$ cat config.mk
export PLATFORM = sky130hd
export DESIGN_NAME = opr_addr_gen
export DESIGN_NICKNAME = d
export VERILOG_FILES = /design/src/rtl/opr_pkg.sv /design/src/rtl/opr_field_dec.sv /design/src/rtl/opr_addr_gen.sv
export SDC_FILE = /design/constraint.sdc
export NUM_CORES = 1
export LEC_CHECK = 0
export BUFFER_PORTS_ARGS = -buffer_cell sky130_fd_sc_hd__buf_2
export CORE_UTILIZATION = 50
export DETAILED_ROUTE_END_ITERATION = 6
export PLACE_DENSITY_LB_ADDON = 0.15
export SETUP_SLACK_MARGIN = 0.1
export SYNTH_ARGS = -nofsm -noshare
export SYNTH_HDL_FRONTEND = slang
export SYNTH_SLANG_ARGS = --single-unit
$ cat constraint.sdc
create_clock -name CLK -period 2.7 [get_ports CLK]
set_input_delay 0.54 -clock CLK [delete_from_list [all_inputs] [get_ports CLK]]
set_output_delay 0.54 -clock CLK [all_outputs]
set_load 0.01 [all_outputs]
$ cat src/rtl/opr_pkg.sv
// Shared definitions for the operand-address generator: mode encodings,
// MOVI opcode, FSM state encoding and the displacement sign-extension helper.
package opr_pkg;

    localparam logic [1:0] MODE_REG = 2'b00;
    localparam logic [1:0] MODE_MOD = 2'b01;
    localparam logic [1:0] MODE_RAD = 2'b10;
    localparam logic [1:0] MODE_RSV = 2'b11;

    localparam logic [3:0] OPC_MOVI = 4'hB;

    typedef enum logic [2:0] {
        S_IDLE   = 3'd0,
        S_RD_PTR = 3'd1,
        S_CALC   = 3'd2,
        S_OUT    = 3'd3,
        S_WB     = 3'd4
    } state_t;

    // 4-bit two's-complement displacement widened to 32 bits; callers keep the low DATA_W bits.
    function automatic logic [31:0] sext_disp(input logic [3:0] d);
        return {{28{d[3]}}, d};
    endfunction

endpackage

$ cat src/rtl/opr_field_dec.sv
// Combinational IR/MODE field decoder: register selects, byte/word and
// high/low flags, pointer index, plus which of those a mode is allowed to update.
module opr_field_dec
    import opr_pkg::*;
#(
    parameter int IR_W = 16,
    parameter int RA_W = 1
) (
    input  logic [IR_W-1:0] ir,
    input  logic [1:0]      mode,
    output logic [RA_W-1:0] ra,
    output logic [RA_W-1:0] rb,
    output logic [RA_W-1:0] ptr,
    output logic            hl,
    output logic            wbr,
    output logic            sel_upd,
    output logic            wbr_upd,
    output logic            err
);

    localparam int K = RA_W;

    logic unused_ir;
    assign unused_ir = ^ir;

    always_comb begin
        ra      = '0;
        rb      = '0;
        hl      = 1'b0;
        wbr     = 1'b0;
        sel_upd = 1'b0;
        wbr_upd = 1'b0;
        err     = 1'b0;
        ptr     = ir[0+:K];
        case (mode)
            MODE_REG: begin
                sel_upd = 1'b1;
                wbr_upd = 1'b1;
                // MOVI carries its register fields in the upper byte
                if (ir[IR_W-1-:4] == OPC_MOVI) begin
                    rb  = ir[8+:K];
                    ra  = ir[8+K+:K];
                    hl  = ir[8+2*K];
                    wbr = ir[9+2*K];
                end else begin
                    rb  = ir[3+:K];
                    ra  = ir[3+K+:K];
                    hl  = ir[3+2*K];
                    wbr = ir[8];
                end
            end
            MODE_MOD: begin
                sel_upd = 1'b1;
                wbr_upd = 1'b1;
                rb      = ir[0+:K];
                ra      = ir[K+:K];
                hl      = ir[2*K];
                wbr     = ir[8];
            end
            MODE_RAD: begin
                wbr_upd = 1'b1;
                wbr     = ir[8];
            end
            default: err = 1'b1;
        endcase
    end

endmodule

$ cat src/rtl/opr_addr_gen.sv
// Operand-address generator: decodes IR fields per addressing mode and resolves
// register-indirect addresses. Optional pointer post-increment: OPR_POST_INC_EN.
module opr_addr_gen
    import opr_pkg::*;
#(
    parameter int IR_W   = 16,
    parameter int RA_W   = 1,
    parameter int DATA_W = 16
) (
    input  logic              CLK,
    input  logic              RST_N,
    input  logic [IR_W-1:0]   IR,
    input  logic [1:0]        MODE,
    input  logic              REQ,
    output logic              ACK,
    output logic [RA_W-1:0]   RA,
    output logic [RA_W-1:0]   RB,
    output logic [RA_W-1:0]   WA,
    output logic [RA_W-1:0]   WB,
    output logic              W_B_R,
    output logic              H_L_R,
    output logic [DATA_W-1:0] MEM_ADDR,
    output logic              ERR,
    output logic              OUT_VLD,
    input  logic              OUT_RDY,
    output logic              RF_RD_EN,
    output logic [RA_W-1:0]   RF_RD_ADDR,
    input  logic [DATA_W-1:0] RF_RD_DATA,
    output logic              RF_WR_EN,
    output logic [RA_W-1:0]   RF_WR_ADDR,
    output logic [DATA_W-1:0] RF_WR_DATA
);

    state_t            state_q, state_nxt;
    logic [IR_W-1:0]   ir_q;
    logic [RA_W-1:0]   ra_q, rb_q, ptr_q;
    logic              hl_q, wbr_q, err_q, ack_q;
    logic [DATA_W-1:0] mem_addr_q;
    logic [31:0]       disp_ext;
    logic              accept, wb_pending;

    logic [RA_W-1:0] d_ra, d_rb, d_ptr;
    logic            d_hl, d_wbr, d_sel_upd, d_wbr_upd, d_err;

    opr_field_dec #(.IR_W(IR_W), .RA_W(RA_W)) u_dec (
        .ir      (IR),
        .mode    (MODE),
        .ra      (d_ra),
        .rb      (d_rb),
        .ptr     (d_ptr),
        .hl      (d_hl),
        .wbr     (d_wbr),
        .sel_upd (d_sel_upd),
        .wbr_upd (d_wbr_upd),
        .err     (d_err)
    );

    assign accept   = REQ && ack_q;
    assign disp_ext = sext_disp(ir_q[7:4]);

    logic unused_bits;
    assign unused_bits = ^{ir_q, disp_ext};

    always_comb begin
        state_nxt = state_q;
        case (state_q)
            S_IDLE:   if (accept) state_nxt = (MODE == MODE_RAD) ? S_RD_PTR : S_OUT;
            S_RD_PTR: state_nxt = S_CALC;
            S_CALC:   state_nxt = S_OUT;
            S_OUT:    if (OUT_RDY) state_nxt = wb_pending ? S_WB : S_IDLE;
            S_WB:     state_nxt = S_IDLE;
            default:  state_nxt = S_IDLE;
        endcase
    end

    // ACK is registered so it reads 0 while reset is held and rises on the first edge after release
    always_ff @(posedge CLK or negedge RST_N) begin
        if (!RST_N) begin
            state_q <= S_IDLE;
            ack_q   <= 1'b0;
        end else begin
            state_q <= state_nxt;
            ack_q   <= (state_nxt == S_IDLE);
        end
    end

    always_ff @(posedge CLK or negedge RST_N) begin
        if (!RST_N) begin
            ir_q       <= '0;
            ra_q       <= '0;
            rb_q       <= '0;
            ptr_q      <= '0;
            hl_q       <= 1'b0;
            wbr_q      <= 1'b0;
            err_q      <= 1'b0;
            mem_addr_q <= '0;
        end else begin
            if (accept) begin
                ir_q  <= IR;
                ptr_q <= d_ptr;
                err_q <= d_err;
                if (d_sel_upd) begin
                    ra_q <= d_ra;
                    rb_q <= d_rb;
                    hl_q <= d_hl;
                end
                if (d_wbr_upd) wbr_q <= d_wbr;
            end
            if (state_q == S_CALC) mem_addr_q <= RF_RD_DATA + disp_ext[DATA_W-1:0];
        end
    end

`ifdef OPR_POST_INC_EN
    logic              pinc_q;
    logic [DATA_W-1:0] ptr_val_q;

    always_ff @(posedge CLK or negedge RST_N) begin
        if (!RST_N) begin
            pinc_q    <= 1'b0;
            ptr_val_q <= '0;
        end else begin
            if (accept) pinc_q <= (MODE == MODE_RAD) && IR[3];
            if (state_q == S_CALC) ptr_val_q <= RF_RD_DATA;
        end
    end

    assign wb_pending = pinc_q;
    assign RF_WR_EN   = (state_q == S_WB);
    assign RF_WR_ADDR = RF_WR_EN ? ptr_q : '0;
    // step size follows the access width of this operation
    assign RF_WR_DATA = RF_WR_EN ? (ptr_val_q + (wbr_q ? DATA_W'(2) : DATA_W'(1))) : '0;
`else
    assign wb_pending = 1'b0;
    assign RF_WR_EN   = 1'b0;
    assign RF_WR_ADDR = '0;
    assign RF_WR_DATA = '0;
`endif

    assign ACK        = ack_q;
    assign RA         = ra_q;
    assign WA         = ra_q;
    assign RB         = rb_q;
    assign WB         = rb_q;
    assign W_B_R      = wbr_q;
    assign H_L_R      = hl_q;
    assign MEM_ADDR   = mem_addr_q;
    assign ERR        = err_q;
    assign OUT_VLD    = (state_q == S_OUT);
    assign RF_RD_EN   = (state_q == S_RD_PTR);
    assign RF_RD_ADDR = RF_RD_EN ? ptr_q : '0;

endmodule

==> flow_summary.yaml <==
run_status:
  status: "completed"
synthesis:
  synthAdderAreaFrac: 0.116
  synthMuxAreaShare: 0.0599
  yosys.area_share.simple: 0.158
  synth_area_mm2: 0.00221
  synth-compound-area-share: 0.211
  synth_xor_area_frac: 0.0277
  synthCells: 240
  avgSynthCellArea_um2: 9.22
  synth-edff-count: 0
  synth-seq-cells: 30
  yosysSeqAreaShare: 0.339
  yosysWarnings: 0
  synth_ff_type: "dfrtp_1"
  async_flop_share: 1.00
  yosysUniqueCellTypes: 50
  synth_top_family_by_area: "compound AO/OA/AOI/OAI gates"
sta:
  fin_setup_tns_ns: 0
  whs_ns: 0.283
  final_max_slew_viol_count: 0
  tightest_slew_ns: 0.679
  hold_viol: 0
  setup_viol: 0
  worst_slack_ns: 0.354
  period_needed_ns: 2.35
  max_freq_mhz: 426
  relSlewSlack: 0.545
  post-route-period-util: 0.869
  rsz0062_at_grt: "false"
  clock_skew_ns: 0.00445
critical_path:
  critPathArrivalTime_ns: 2.55
  end_kind: "flop"
  criticalPathCategory: "reg -> reg"
  cp-start-kind: "flop"
  crit_fanout: 14
  rrSetupSlack_ns: 0.35
  reg2reg_from: "ir_q[7]"
  worstPathRequired_ns: 2.91
  startpoint: "ir_q[7]"
  ff2ff_path_depth: 6
detailed_routing:
  antenna_violating_nets_post_route: 0
  wl_per_cell_um: 12.9
  first_pass_iters: 4
  num_vias: 1901
  drt_iter0_drc: 104
  drc_errors: 0
  via_per_inst: 5.34
  wl_mm: 4.61
final_layout:
  drive_above_1_share: 0.281
  multi_input_area_mm2: 0.00134
  seq_area_um2: 752
  n_fill_cell: 380
  num_antenna_cells: 0
  fin_nets: 363
  syn2layout_area_growth_pct: 17.2
clock_tree:
  postCtsSetupBuffers: 0
  clockBufferDepth: 2
  clkLatencyLatePin_ns: 0.28
  path_clk_slew_ns: 0.07
  cts_hold_buf: 0
  postCtsResizedCells: 0
  cts_tree: "built"
  cts_max_level: 2
  cts.sinks: 30
  cts-root-buf: "clkbuf_8"
  cts_made_buffers: 5
floorplanning:
  row_count: 23
  chipWidth_um: 68.5
  fp.dieArea_mm2: 0.00470
  initial_utilization: 0.538
  die_y_um: 68.5
  fp.coreArea_mm2: 0.00412
  num_io_pins: 83
placed_design:
  io_buffers: 64
  place_ws_ns: 0.140
  place_congestion: 0.872
  place_hpwl_mm: 3.59
global_route:
  antenna_found_initial: 0
  overflow: 0
  grt_max_degree: 31
  grt_pass1_wl_mm: 7.18
  track_usage: 0.210
  grt_pass1_vias: 1625
power:
  power.switching_mw: 0.792
  power.density_mw_per_mm2: 777
  p_leak_nw: 1.32
  switching_share: 0.392
  clkPwrFrac: 0.187
  p_int_mw: 1.23
  p_seq_frac: 0.353
  combinationalPowerShare: 0.460
  ir_drop_mv: 0.402
job:
  max_cap_viol_count: 0
worst_hold_path:
  hold_path.class: "in -> async"
-- cell usage in the layout (no fill, tap or decap), types with 2 or more instances in the layout --
cell type | netlist | routed
o31ai_1 | 2 | 2
nor3_1 | 3 | 3
a22oi_1 | 3 | 3
a21oi_1 | 16 | 16
and3_1 | 3 | 3
o211ai_1 | 6 | 6
nand2_1 | 32 | 32
nand3_1 | 5 | 5
mux2_2 | 9 | 9
o21ai_0 | 8 | 8
buf_2 | 0 | 64
ha_1 | 19 | 19
o21ai_1 | 7 | 7
a311oi_1 | 2 | 2
conb_1 | 1 | 19
a21boi_0 | 2 | 2
inv_1 | 5 | 5
nor2_1 | 14 | 14
xnor2_1 | 3 | 3
dfrtp_1 | 30 | 29
a21o_1 | 5 | 5
o21a_1 | 4 | 4
and2_1 | 3 | 3
xor2_1 | 4 | 4
mux2i_1 | 2 | 2
clkbuf_8 | 0 | 6
nand3b_1 | 2 | 2
nor3b_1 | 2 | 2
a211o_1 | 2 | 2
-- sequential cells by signal, indices dropped and copies added, names as in the netlist --
register,count
H_L_R,1
W_B_R,1
RB,1
ir_q,5
state_q,3
MEM_ADDR,16
RA,1
ERR,1
ACK,1
-- Yosys cell counts (all sizes together) (5+ instances only) --
master  number  area share
a21oi       16       0.036
dfrtp       30        0.34
nand3        5       0.011
o21ai       15       0.034
a21o         5       0.017
buf         21       0.071
mux2        10       0.051
inv          5      0.0085
nand2       32       0.054
nor2        14       0.024
o211ai       7       0.026
ha          19        0.11
-- area by class of cell --
class | count | area share
Clock buffer | 6 | 0.0318
Clock inverter | 2 | 0.00482
Inverter | 5 | 0.00723
Multi-Input combinational cell | 198 | 0.516
Sequential cell | 30 | 0.290
Tap cell | 50 | 0.0241
Timing Repair Buffer | 65 | 0.126
-- worst paths after layout --
check	end
setup reg to reg	MEM_ADDR[14]
min in group CLK	MEM_ADDR[1]
setup / recovery	MEM_ADDR[14]
hold / removal	MEM_ADDR[7]
max in group asynchronous	ir_q[7]
hold reg to reg	MEM_ADDR[1]
-- power groups by stage --
stage / combinational [mW] / sequential (mW) / clock [mW]
6_report: 0.928 / 0.711 / 0.378
5_1_grt: 1.05 / 0.742 / 0.410
4_1_cts: 0.933 / 0.713 / 0.392
3_5_place_dp: 0.929 / 0.719 / 0
3_3_place_gp: 0.915 / 0.719 / 0
2_1_floorplan: 0.596 / 0.782 / 0
-- kinds of logic (layout without fill, tap and decap cells) --
kind of cell | after synthesis | count (layout)
muxes | 12 | 12
AOI/OAI and AO/OA | 68 | 68
buffers and inverters | 30 | 78
adders and majority gates | 20 | 20
xor gates and xnor gates | 7 | 7
and+or+nand+nor | 72 | 72
other | 1 | 19
DFF | 30 | 30
-- stage by stage --
step / instances / instance area, µm² / power [mW] / util
CTS: 356 / 2590 / 2.04 / 0.630
finish: 356 / 2590 / 2.02 / 0.631
global placement: 348 / 2500 / 1.63 / 0.607
global route: 356 / 2590 / 2.20 / 0.631
floorplan: 258 / 2280 / 1.38 / -
detailed placement: 348 / 2500 / 1.65 / 0.607
-- critical path, stage by stage, from the launching register on --
cell and delay, ns:
dfrtp_2 0.53, ha_1 0.45, and3_1 0.21, a221oi_2 0.11
or4_1 0.53, a311o_1 0.39, o211ai_2 0.06
-- metal layers --
metal	part of all wire	global-route usage
met4	0.018	0.0911
met2	0.45	0.320
met1	0.48	0.282
met5	0	0
met3	0.049	0.0510
Note: power is estimated with default switching activity, not from simulation.
